## src/rtl/mult_div_unit.sv

```systemverilog
// Iterative 32-bit multiply/divide unit with HI/LO result registers.
// Shift-add multiply and restoring divide, one bit per cycle, on magnitudes with a final sign fix.
module mult_div_unit #(
    parameter int ITER = 32
) (
    input  logic        clk,
    input  logic        reset,
    input  logic        start,
    input  logic [1:0]  op,
    input  logic [31:0] A,
    input  logic [31:0] B,
    input  logic        hi_we,
    input  logic        lo_we,
    input  logic [31:0] wdata,
    output logic        busy,
    output logic        done,
    output logic [31:0] HI,
    output logic [31:0] LO
);

    typedef enum logic [1:0] {
        S_IDLE = 2'd0,
        S_RUN  = 2'd1,
        S_DONE = 2'd2
    } state_t;

    state_t      state_q, state_d;
    logic [4:0]  cnt_q, cnt_d;
    logic [31:0] hi_q, hi_d, lo_q, lo_d;

    logic [31:0] acc_q, sh_q, opd_q;
    logic        is_div_q, neg_q, sgn_a_q, div0_q;

    logic        accept, last;
    logic        sgn, a_neg, b_neg;
    logic [31:0] mag_a, mag_b;
    logic [32:0] add_sum, div_sh;
    logic        div_ge;
    logic [31:0] div_sub, acc_nx, sh_nx;
    logic [63:0] mul_res;
    logic [31:0] quo, rem, res_hi, res_lo;

    function automatic logic [31:0] neg32(input logic [31:0] v, input logic n);
        return n ? (~v + 32'd1) : v;
    endfunction

    function automatic logic [63:0] neg64(input logic [63:0] v, input logic n);
        return n ? (~v + 64'd1) : v;
    endfunction

    assign accept = start && (state_q != S_RUN);
    assign last   = (state_q == S_RUN) && (cnt_q == 5'(ITER - 1));

    always_comb begin
        sgn   = ~op[0];
        a_neg = sgn & A[31];
        b_neg = sgn & B[31];
        mag_a = neg32(A, a_neg);
        mag_b = neg32(B, b_neg);
    end

    // One iteration: multiply adds into the upper half and shifts right;
    // divide shifts the remainder left and subtracts when it fits.
    always_comb begin
        add_sum = {1'b0, acc_q} + (sh_q[0] ? {1'b0, opd_q} : 33'd0);
        div_sh  = {acc_q, sh_q[31]};
        div_ge  = div_sh >= {1'b0, opd_q};
        div_sub = div_sh[31:0] - opd_q;
        if (is_div_q) begin
            acc_nx = div_ge ? div_sub : div_sh[31:0];
            sh_nx  = {sh_q[30:0], div_ge};
        end else begin
            acc_nx = add_sum[32:1];
            sh_nx  = {add_sum[0], sh_q[31:1]};
        end
        mul_res = neg64({acc_nx, sh_nx}, neg_q);
        quo     = div0_q ? 32'hFFFF_FFFF : neg32(sh_nx, neg_q);
        rem     = neg32(acc_nx, sgn_a_q);
        res_hi  = is_div_q ? rem : mul_res[63:32];
        res_lo  = is_div_q ? quo : mul_res[31:0];
    end

    always_comb begin
        state_d = state_q;
        cnt_d   = cnt_q;
        hi_d    = hi_q;
        lo_d    = lo_q;
        case (state_q)
            S_IDLE:  if (start) state_d = S_RUN;
            S_RUN:   if (last) state_d = S_DONE;
            S_DONE:  state_d = start ? S_RUN : S_IDLE;
            default: state_d = S_IDLE;
        endcase
        if (accept) begin
            cnt_d = '0;
        end else if (state_q == S_RUN) begin
            cnt_d = cnt_q + 5'd1;
        end
        if (last) begin
            hi_d = res_hi;
            lo_d = res_lo;
        end else if (state_q != S_RUN) begin
            if (hi_we) hi_d = wdata;
            if (lo_we) lo_d = wdata;
        end
    end

    always_ff @(posedge clk or negedge reset) begin
        if (!reset) begin
            state_q <= S_IDLE;
            cnt_q   <= '0;
            hi_q    <= '0;
            lo_q    <= '0;
        end else begin
            state_q <= state_d;
            cnt_q   <= cnt_d;
            hi_q    <= hi_d;
            lo_q    <= lo_d;
        end
    end

    // Working registers carry no reset; they are fully loaded when an op is accepted.
    always_ff @(posedge clk) begin
        if (accept) begin
            acc_q    <= '0;
            sh_q     <= op[1] ? mag_a : mag_b;
            opd_q    <= op[1] ? mag_b : mag_a;
            is_div_q <= op[1];
            neg_q    <= a_neg ^ b_neg;
            sgn_a_q  <= a_neg;
            div0_q   <= (B == 32'd0);
        end else if (state_q == S_RUN) begin
            acc_q <= acc_nx;
            sh_q  <= sh_nx;
        end
    end

    assign busy = (state_q == S_RUN);
    assign done = (state_q == S_DONE);
    assign HI   = hi_q;
    assign LO   = lo_q;

endmodule

```

## config.mk

```make
export PLATFORM = sky130hd
export DESIGN_NAME = mult_div_unit
export DESIGN_NICKNAME = d
export VERILOG_FILES = /design/src/rtl/mult_div_unit.sv
export SDC_FILE = /design/constraint.sdc
export NUM_CORES = 1
export LEC_CHECK = 0
export CELL_PAD_IN_SITES_DETAIL_PLACEMENT = 0
export CELL_PAD_IN_SITES_GLOBAL_PLACEMENT = 1
export CORE_MARGIN = 10
export CORE_UTILIZATION = 35
export DETAILED_ROUTE_END_ITERATION = 8
export PLACE_DENSITY = 0.76
export SLEW_MARGIN = 25
export SYNTH_ARGS = -nofsm -noshare
export SYNTH_HDL_FRONTEND = slang
export SYNTH_SLANG_ARGS = --single-unit
```

## constraint.sdc

```tcl
create_clock -name clk -period 5.2 [get_ports clk]
set_input_delay 1.04 -clock clk [delete_from_list [all_inputs] [get_ports clk]]
set_output_delay 1.04 -clock clk [all_outputs]
set_load 0.01 [all_outputs]
```

==> summary.md <==
### Timing
• post-route fraction of the period consumed by the critical path: 93.48%
• Setup Total Neg Slack: 0 ps
• Max Transition Viols Final: 0
• Slew headroom: 31.55%
• setup clock skew after layout: 18.23 ps
• final hold violation count: 0
• setup repair after global routing missed its margin: false
• post-layout minimum cycle time: 4861 ps
• actual transition at the worst max-transition pin: 1027 ps
• final setup vio count: 0
• Max Fclk: 0.2057 GHz

### Detailed routing
• routed wirelength normalized by instance count: 23.49 um
• total wirelength of the detailed-routed design: 64,450 um
• residual DRC count: 0
• length of the first detailed-routing pass in iterations: 5
• Antenna Violating Nets Remaining: 0
• average via count per standard cell: 5.842
• initial drt markers: 1,606
• total number of vias: 16,030

### Synthesis
• cell taking the most area after synthesis: sky130_fd_sc_hd__edfxtp_1
• syn nets: 2,142
• share of the synthesized area in the top cell type: 12.98%
• cell with the most instances after synthesis: sky130_fd_sc_hd__nand2_1
• post-synthesis share of cell area spent on and, or, nand and nor gates: 20.55%
• multiplexer area fraction after synthesis: 8.285%
• fraction of registers with async set/reset: 41.52%
• post-synthesis cell type count: 96
• dominant register cell in the synthesized netlist: sky130_fd_sc_hd__dfrtp_1
• Netlist Area Pre-Place: 0.01574 sq mm
• number of synthesized flops with an enable pin: 68
• top cells by area in the synthesized netlist: sky130_fd_sc_hd__edfxtp_1 13%, sky130_fd_sc_hd__dfrtp_1 11%, sky130_fd_sc_hd__mux2i_1 7.6%
• number of synthesized register bits: 171
• cell types with the highest counts after synthesis: 207 x sky130_fd_sc_hd__nand2_1, 169 x sky130_fd_sc_hd__a21oi_1, 146 x sky130_fd_sc_hd__nor2_1, 132 x sky130_fd_sc_hd__o21ai_0, 119 x sky130_fd_sc_hd__mux2i_1
• arithmetic-cell share of the synthesized area counting full adders, half adders and majority gates: 5.820%
• Synth Area per Inst: 8.000 sq um
• sequential area share after synthesis: 28.34%
• warning count from the yosys run: 0
• compound-gate portion of the synthesized area: 23.87%
• cells after synthesis: 1,967
• xor/xnor share of the synthesized area: 8.516%
• largest family of logic cells by synthesized area: compound AO/OA/AOI/OAI gates

### Die
• Initial Util: 35.51%
• standard-cell rows: 77
• die height: 232.0 um
• core area: 0.04432 sq mm
• num ports: 169
• area of the die: 0.05384 sq mm
• width of the die: 232.0 um

### Worst setup path
• nature of the critical path endpoint: flip-flop
• Worst EP arrival: 5260 ps
• cell type with the highest occurrence count on the critical path: sky130_fd_sc_hd__inv_1
• worst-path fanout max: 9
• Worst EP required: 5600 ps
• CP Cell Sequence: inv_1 -> ha_1 -> nand4_1 -> nor3_2 -> a41oi_1 -> o22a_1 -> nand3_2 -> buf_4 -> mux2_2 -> nand2_1 -> o21ai_0 -> inv_1 -> ha_1 -> inv_1 -> a211oi_1 -> nand3_1 -> o31ai_2 -> nand3_1 -> o21a_1 -> nor3_1
• CP peak stage delay: 450 ps
• slowest cell on the critical path: sky130_fd_sc_hd__ha_1
• critical path launch point type: flip-flop
• critical path class: flip-flop to flip-flop

### Clocking
• buffer cell driving the clock tree root: sky130_fd_sc_hd__clkbuf_16
• Clock transition at path regs: 80 ps
• quantity of hold-fixing buffers added after cts: 0
• number of buffers added by the clock tree synthesis step: 17
• H-tree level count: 4
• Sinks on Clock Net: 171
• Post-CTS Setup Bufs: 0
• clk buf depth: 2
• clock latency at the later pin of the worst-skew pair: 480 ps
• CTS tree: yes

### Cells and area
• Finished Core Util: 43.00%
• synthesis-to-layout area growth: 21.09%
• FILL cells: 4,499
• Finished Layout Cells: 2,744
• share of post-route cells with drive strength above 1: 7.946%
• net count reported at finish: 2,314
• final non-filler cell area: 0.01905 sq mm
• ant diodes: 0

### Global route
• total global routing overflow: 0
• GR met2 Demand/Resource: 38.20%
• global-route wire length before repair: 96,480 um
• number of antenna violations at the first check in global routing: 2
• vias in the first global route: 15,380
• Global Route Usage Sum: 23.32%
• Global Route met1 Usage: 30.87%
• largest net degree at the start of global routing: 75
• global routing met3 resource utilization: 3.787%
• Most Used Layer, Global Route: met2

### Place
• number of port buffers: 168
• Placed Cells: 2,712
• instance area after placement: 0.01841 sq mm
• DP Wirelength: 52,110 um
• gpl congestion: 0.9862

### Min path
• worst hold path class: flip-flop to flip-flop

### Pwr
• total power of the final layout: 12,580 uW
• Worst IR Drop VDD: 300.8 uV
• LEAKAGE: 0.007790 uW
• PwrDens: 660.3 mW/mm^2

### Job
• max_cap viols: 0

### Outcome
• outcome: completed

## registers in the layout, summed over array words and instances, names as in the netlist
| register | cells |
|---|---|
| sh_q | 32 |
| state_q | 2 |
| is_div_q | 1 |
| opd_q | 32 |
| HI | 32 |
| LO | 32 |
| acc_q | 32 |
| sgn_a_q | 1 |
| div0_q | 1 |
| neg_q | 1 |
| cnt_q | 5 |
## final cells by class
type | count | area [sq um] | share of cell area [%]
multi-input cells | 1610 | 10590 | 55.57
inverters | 86 | 322.8 | 1.694
repair buffers | 253 | 2312 | 12.13
clock buffers | 17 | 425.4 | 2.233
clock inverters | 15 | 205.2 | 1.077
flip-flops and latches | 171 | 4459 | 23.40
well taps | 592 | 740.7 | 3.887
## placed cells by master, fill, tap and decap left out, types with 32 or more instances in the layout
| cell | n |
|---|---|
| sky130_fd_sc_hd__inv_1 | 80 |
| sky130_fd_sc_hd__a21oi_1 | 167 |
| sky130_fd_sc_hd__clkdlybuf4s50_1 | 166 |
| sky130_fd_sc_hd__mux2i_1 | 119 |
| sky130_fd_sc_hd__buf_4 | 86 |
| sky130_fd_sc_hd__ha_1 | 70 |
| sky130_fd_sc_hd__xnor2_1 | 84 |
| sky130_fd_sc_hd__nand2_1 | 205 |
| sky130_fd_sc_hd__edfxtp_1 | 68 |
| sky130_fd_sc_hd__dfrtp_1 | 71 |
| sky130_fd_sc_hd__dfxtp_1 | 32 |
| sky130_fd_sc_hd__a211oi_1 | 35 |
| sky130_fd_sc_hd__and2_1 | 40 |
| sky130_fd_sc_hd__xor2_1 | 69 |
| sky130_fd_sc_hd__nand3_1 | 39 |
| sky130_fd_sc_hd__nor2_1 | 146 |
| sky130_fd_sc_hd__o21ai_0 | 132 |
| sky130_fd_sc_hd__o22ai_1 | 42 |
| sky130_fd_sc_hd__nor3_1 | 59 |
## routing by layer
metal	vias to the layer above	routed length [um]
li1	7576	-
met4	2	1795
met3	87	3906
met1	7799	28350
met2	567	30380
met5	-	13
## power by group
group | internal [uW] | leakage (uW) | total (uW) | switching (uW)
logic | 3340 | 0.00569 | 8560 | 5220
registers | 2080 | 0.00179 | 2620 | 543
clock network | 707 | 0.000309 | 1400 | 692
total | 6130 | 0.00779 | 12600 | 6460
## critical path: cells and delay by family (launching register included)
family          cells  cell delay [ps]
buf+inv             4              470
compound gates      6             1530
simple gates        7             1250
fa+ha+maj           2              770
flops               1              410
mux                 1              340
## worst paths after layout
kind	start	end	slack (ps)	cells after the start
max in group asynchronous	reset	LO[1]	3790	2
min reg2reg	cnt_q[3]	cnt_q[3]	480	1
max	opd_q[13]	HI[30]	340	20
min in group asynchronous	reset	HI[18]	800	2
min	cnt_q[3]	cnt_q[3]	480	1
max reg2reg	opd_q[13]	HI[30]	340	20
## metrics by stage
| stage | hold slack, ps | setup WS (ps) |
|---|---|---|
| after detailed placement | 471.2 | 191.4 |
| after global placement | 465.6 | 260.7 |
| final | 483.1 | 339.0 |
| after global routing | 512.8 | 7.882 |
| after floorplan | 442.9 | 11.40 |
| after CTS | 486.1 | 163.8 |
## cells by family after synthesis
family                   Yosys count
AND/OR/NAND/NOR                  662
adder cells (fa/ha/maj)           72
XOR/XNOR                         153
multiplexers                     129
flip-flops                       171
buffers and inverters            186
AO/OA/AOI/OAI                    594
## timing repair
action | in CTS | in global routing
setup endpoints to repair | 0 | 8
endpoints found under the hold margin | 0 | 0
resized for setup | 0 | 3
(Power assumes the default switching activity.)
